===== config.mk =====
export PLATFORM = sky130hd
export DESIGN_NAME = bcd_to_bin
export DESIGN_NICKNAME = d
export VERILOG_FILES = /design/src/rtl/bcd_to_bin.sv
export SDC_FILE = /design/constraint.sdc
export NUM_CORES = 1
export LEC_CHECK = 0
export CAP_MARGIN = 15
export CORE_MARGIN = 2
export CORE_UTILIZATION = 30
export DETAILED_ROUTE_END_ITERATION = 12
export DONT_BUFFER_PORTS = 1
export GPL_TIMING_DRIVEN = 0
export SETUP_SLACK_MARGIN = 0.05
export SLEW_MARGIN = 10
export SYNTH_ARGS = -nofsm -noshare
export SYNTH_HDL_FRONTEND = slang
export SYNTH_SLANG_ARGS = --single-unit

===== constraint.sdc =====
create_clock -name clk -period 5.5 [get_ports clk]
set_input_delay 1.1 -clock clk [delete_from_list [all_inputs] [get_ports clk]]
set_output_delay 1.1 -clock clk [all_outputs]
set_load 0.1 [all_outputs]

===== src/rtl/bcd_to_bin.sv =====
// Sequential BCD-to-binary converter: multiply-by-10-and-add, one digit per clock.
// Optional macro BCD_SIGN_EN negates the result when sign_in was captured high.
module bcd_to_bin #(
   parameter int NDIGITS = 4,
   parameter int OUT_W   = 32
) (
   input  logic                   clk,
   input  logic                   rst,
   input  logic                   in_valid,
   output logic                   in_ready,
   input  logic [4*NDIGITS-1:0]   bcd_in,
   input  logic                   sign_in,
   output logic                   out_valid,
   input  logic                   out_ready,
   output logic [OUT_W-1:0]       bin_out,
   output logic                   err,
   output logic                   busy
);

   localparam int IDX_W = (NDIGITS > 1) ? $clog2(NDIGITS) : 1;
   localparam logic [IDX_W-1:0] LAST_IDX = IDX_W'(NDIGITS - 1);

   typedef enum logic [1:0] {
      IDLE,
      CONV,
      DONE
   } state_t;

   state_t state;
   state_t state_next;

   logic [4*NDIGITS-1:0] digits;
   logic [4*NDIGITS-1:0] digits_shifted;
   logic [OUT_W-1:0]     acc;
   logic [OUT_W-1:0]     acc_next;
   logic [OUT_W-1:0]     result;
   logic [IDX_W-1:0]     idx;
   logic                 err_int;
   logic [3:0]           digit_raw;
   logic [3:0]           digit_val;
   logic                 digit_bad;

   always_ff @(posedge clk or posedge rst) begin
      if (rst) begin
         state <= IDLE;
      end else begin
         state <= state_next;
      end
   end

   always_comb begin
      state_next = state;
      case (state)
         IDLE: if (in_valid) state_next = CONV;
         CONV: if (idx == '0) state_next = DONE;
         DONE: if (out_ready) state_next = IDLE;
         default: state_next = IDLE;
      endcase
   end

   // Digits are consumed most significant first; an invalid nibble counts as zero.
   always_comb begin
      digits_shifted = digits >> {idx, 2'b00};
      digit_raw      = digits_shifted[3:0];
      digit_bad      = (digit_raw > 4'd9);
      digit_val      = digit_bad ? 4'd0 : digit_raw;
      acc_next       = (acc << 3) + (acc << 1) + OUT_W'(digit_val);
   end

`ifdef BCD_SIGN_EN
   logic sign_q;

   always_ff @(posedge clk or posedge rst) begin
      if (rst) begin
         sign_q <= 1'b0;
      end else if (state == IDLE && in_valid) begin
         sign_q <= sign_in;
      end
   end

   assign result = sign_q ? ({OUT_W{1'b0}} - acc_next) : acc_next;
`else
   logic unused_sign;

   assign unused_sign = sign_in;
   assign result      = acc_next;
`endif

   always_ff @(posedge clk or posedge rst) begin
      if (rst) begin
         digits  <= '0;
         acc     <= '0;
         idx     <= '0;
         err_int <= 1'b0;
         bin_out <= '0;
         err     <= 1'b0;
      end else begin
         case (state)
            IDLE: begin
               if (in_valid) begin
                  digits  <= bcd_in;
                  acc     <= '0;
                  idx     <= LAST_IDX;
                  err_int <= 1'b0;
               end
            end
            CONV: begin
               acc     <= acc_next;
               err_int <= err_int | digit_bad;
               if (idx == '0) begin
                  bin_out <= result;
                  err     <= err_int | digit_bad;
               end else begin
                  idx <= idx - IDX_W'(1);
               end
            end
            default: ;
         endcase
      end
   end

   // Handshake flags decode straight from the registered state.
   assign in_ready  = (state == IDLE);
   assign busy      = (state == CONV);
   assign out_valid = (state == DONE);

endmodule

* Word level (Yosys, flattened, before mapping)
Cells that the tools add are included.
** Word-level totals
- Memory bits (writable) :: 0
- Output and inout bits :: 36
- Bits of input ports :: 21
- Memories :: 0
- Bits in latches :: 0
- Memory bits (read-only) :: 0
- Register bits after elaboration :: 85
- Word-level logic and storage cells :: 39
** Operators by class
- Div/mod/pow operators :: 0
- Shifts and indexed selects :: 1
- Add/subtract/negate cells :: 3
- Eq/ne operators :: 6
- Mux-type cells :: 12
- Reduce and logical (&&, ||, !) cells :: 8
- $mul :: 0
- Bitwise operators :: 1
- Order comparisons :: 1
** Operator list (number)
- $pmux W31 S2 :: 1
- $add A32 B32 Y32 :: 1
- $add A32 B4 Y32 :: 1
- $mux W31 :: 1
- $shr A16 B4 Y4 :: 1
- $mux W2 :: 5
- $pmux W2 S3 :: 1
- $reduce_and A2 Y1 :: 3
- $reduce_and A3 Y1 :: 2
- $gt A4 B4 Y1 const B :: 1
- $logic_not A2 Y1 :: 2
- $mux W4 :: 1
- $ne A2 B1 Y1 const B :: 2
- $ne A2 B2 Y1 const B :: 2
- $pmux W2 S2 :: 1
- $eq A2 B1 Y1 const B :: 1
- $eq A2 B2 Y1 const B :: 1
- $pmux W1 S2 :: 1
- $reduce_bool A2 Y1 :: 1
- $sub A2 B1 Y2 const B :: 1
- $mux W1 :: 1
- $or A1 B1 Y1 :: 1

* Depth between registers and ports, before layout
- Depth in word-level cells :: 5
- Depth in mapped cells :: 14
- Depth with buffers taken out :: 13

* Worst setup path before layout
OpenSTA, ideal clock, no wires.
- Path kind :: register to register
- From :: register idx[0]
- To :: register acc[28]
- Data required time :: 5.405 ns
- Buffers on the path :: 1
- Stages on the path, launching flop included :: 14
- Clock period less this slack :: 4.209 ns
- Arrival time :: 4.114 ns
- Path slack :: 1.291 ns
- Setup time :: 0.095 ns
- Cell sequence :: dfrtp_1 > clkbuf_1 > mux4_2 > nor2_1 > nand2_1 > fa_1 > fa_1 > and2b_1 > o2111ai_2 > a2111oi_4 > o31ai_2 > or4_1 > and4_4 > o31ai_1
** Between the ends
- Word-level cells in the longest chain between the ends :: 5
** Ends and longest elaborated chain
- start, declared :: RTL line 37 : logic [IDX_W-1:0] idx;
- start signal, assigned :: RTL line 114 : idx <= idx - IDX_W'(1);
- $shr A16 B4 Y4 (*) :: RTL line 63 : digits_shifted = digits >> {idx, 2'b00};
- $gt A4 B4 Y1 :: RTL line 65 : digit_bad = (digit_raw > 4'd9);
- $mux W4 (*) :: RTL line 66 : digit_val = digit_bad ? 4'd0 : digit_raw;
- $add A32 B4 Y32 (*) :: RTL line 67 : acc_next = (acc << 3) + (acc << 1) + OUT_W'(digit_val);
- $pmux W31 S2 (*) :: RTL line 98 : case (state)
- end signal, assigned :: RTL line 108 : acc <= acc_next;
- end, declared :: RTL line 34 : logic [OUT_W-1:0] acc;
Every way passes the cells marked *; elsewhere a longest branch is shown, timed or not.
A chain may end at the register's enable or synchronous reset.

* Worst setup path after layout
- From :: register idx[0]
- To :: register bin_out[28]
** Between the ends
- Word-level cells in the longest chain between the ends :: 4
- Elaborated cells between the ends (all ways) :: 6
- Those cells by class :: add/sub: 1; order compare: 1; shift: 1; mux: 1; reduce/logical: 2
** Ends and longest elaborated chain
- $shr A16 B4 Y4 :: RTL line 63
- $gt A4 B4 Y1 :: RTL line 65
- $mux W4 :: RTL line 66
- $add A32 B4 Y32 :: RTL line 67
- end signal, assigned :: RTL line 111 : bin_out <= result;
- end, declared :: RTL line 15 : output logic [OUT_W-1:0] bin_out,
Parallel ways exist; a longest one is shown, timed or not.

==> out/results.ini <==
[clocking]
cts_inserted_buffers = 9
cts.repair.resized = 0
clkSinkCount = 85
clock_path_buffers = 2
post-cts-setup-buffers = 0
path_clk_slew_ns = 0.07
cts_hold_buf = 0
clock_latency_ns = 0.36
cts_tree = done
cts_root_buf = clkbuf_16
htree_levels = 3

[synthesis]
ys_ff_latch = 85
avgSynthCellArea_sq_um = 8.84
syn_inst = 623
ys_warn_count = 0
ys.flop_type = dfrtp_1
synth_nets = 705
syn_area_sq_um = 5510
synth_edf_count = 0
synthDistinctLibCells = 58
synthArstFlopShare = 1.00
yosysSeqAreaShare = 0.386

[grt]
grt_max_degree = 45
grt_pass1_vias = 4479
antenna_found_initial = 0
overflow = 0
grt_pass1_wl_mm = 24.1
grt_usage = 0.155

[sta]
min_period_over_period = 0.858
hold_viol = 0
max_freq_mhz = 212
worst_pin_slew_ns = 0.983
tns_ns = 0
period_needed_ns = 4.72
skew_ns = 0.00936
rsz0062_at_grt = no
max-slew-margin-rel = 0.345
slew_violations = 0
setup_viol = 0

[outcome]
status = finished clean

[die]
io_pins = 57
die_height_microns = 139
core_area_sq_um = 18000
row_count = 49
start_util = 0.307
die_area_sq_um = 19500
die_w_microns = 139

[placement]
port_buffers = 0
globalplace.congestion = 0.910
dpl.hpwl_mm = 11.1

[setup_path]
cp-end-kind = flip-flop
path_class = flip-flop to flip-flop
crit_arrival_ns = 4.93
required_ns = 5.71
crit_slowest_cell = mux4_2
worst_setup_path_start_kind = flip-flop
worst_path_most_repeated_cell = fa_1
path_cells = clkbuf_1 > mux4_2 > nor2_1 > nand2_1 > fa_1 > fa_1 > and2b_1 > o2111ai_2 > a2111oi_4 > o31ai_2 > or4_1 > a31oi_1 > o31ai_1
path_buf_inv = 1
slowest_delay_ns = 0.58
worstPathMaxFanout = 9
crit_family = compound AO/OA/AOI/OAI gates

[finish]
area_delta_synth_final_pct = 11.7
antenna_cells = 0
layout_common_cells = 123 x nand2_1, 85 x dfrtp_1, 65 x o21ai_0
fin_nets = 719
drive_gt1_frac = 0.0498
layout_commonest_cell = nand2_1

[detailed_routing]
drt_iter0_drc = 292
wire_per_inst_microns = 16.8
route.detailed.drc = 0
first_pass_iters = 6
viasPerCell = 5.23
routed_wl_mm = 14.6
via_count = 4551
ant_nets = 0

[flow_run]
drv_cap = 0

[hold_path]
hold_class = flip-flop to flip-flop

[metal layers]
layer / global-route usage / wire length [microns] / share of wire
met1: 0.214 / 7010 / 0.48
met5: 0 / 0 / 0
met3: 0.0372 / 804 / 0.055
met4: 0.0558 / 202 / 0.014
met2: 0.238 / 6590 / 0.45
[worst paths after layout]
path / startpoint / end / slack (ns) / depth (start not counted)
worst max-delay path: idx[0] / bin_out[28] / 0.78 / 13
worst min-delay path: digits[3] / digits[3] / 0.47 / 2
worst max register to register: idx[0] / bin_out[28] / 0.78 / 13
min in group asynchronous: rst / bin_out[8] / 0.67 / 1
worst min register to register: digits[3] / digits[3] / 0.47 / 2
max in group asynchronous: rst / acc[23] / 4.22 / 2
[kinds of logic (layout without fill, tap and decap cells)]
kind of cell    count (synthesis)  count (layout)  synth area share
xor+xnor                       23              23            0.0366
buf+inv                        50              69            0.0341
mux                             5               5            0.0159
fa+ha+maj                      61              61             0.141
compound gates                169             169             0.193
simple gates                  230             230             0.193
flops                          85              85             0.386
[synth_stat cells, drive strengths merged (8+ instances only)]
cell type / count / area share
o31ai: 10 / 0.015
xnor2: 15 / 0.024
nand3: 25 / 0.023
ha: 59 / 0.13
xor2: 8 / 0.013
o21a: 8 / 0.011
nand2: 123 / 0.084
inv: 17 / 0.012
dfrtp: 85 / 0.39
o21ai: 69 / 0.063
nand4: 12 / 0.014
a21oi: 36 / 0.033
nand2b: 8 / 0.0091
nor2: 23 / 0.016
clkbuf: 28 / 0.019
[registers in the layout, indices dropped and copies added (netlist names)]
name     cells
bin_out     32
acc         31
digits      16
idx          2
state        2
err          1
err_int      1
[stage by stage]
step / worst slack (ns) / instance area (sq um) / utilization / instances / hold slack [ns]
5_1_grt: 0.465 / 6150 / 0.342 / 871 / 0.496
2_1_floorplan: 1.29 / 5510 / - / 623 / 0.438
3_3_place_gp: 0.836 / 5790 / 0.322 / 852 / 0.458
4_1_cts: 0.800 / 6150 / 0.342 / 871 / 0.481
3_5_place_dp: 0.834 / 5860 / 0.326 / 855 / 0.464
6_report: 0.782 / 6150 / 0.342 / 871 / 0.472
[worst min-delay path, cell delays in order, from the launching register on]
cell and delay (ns):
dfrtp_1 0.34, nand2_1 0.05, nand2_1 0.05
[final cells by class]
cell class	count	area [sq um]
well taps	229	287
multi-input cells	488	3190
repair buffers	3	58.8
clock buffers	10	239
clock inverters	6	51.3
fillers	1884	11800
flip-flops and latches	85	2130
inverters	17	66.3
plain buffers	33	125
Power is left out: the tool's default activity adds up to more than one toggle a clock period on the data nets, which glitch-free logic cannot reach.
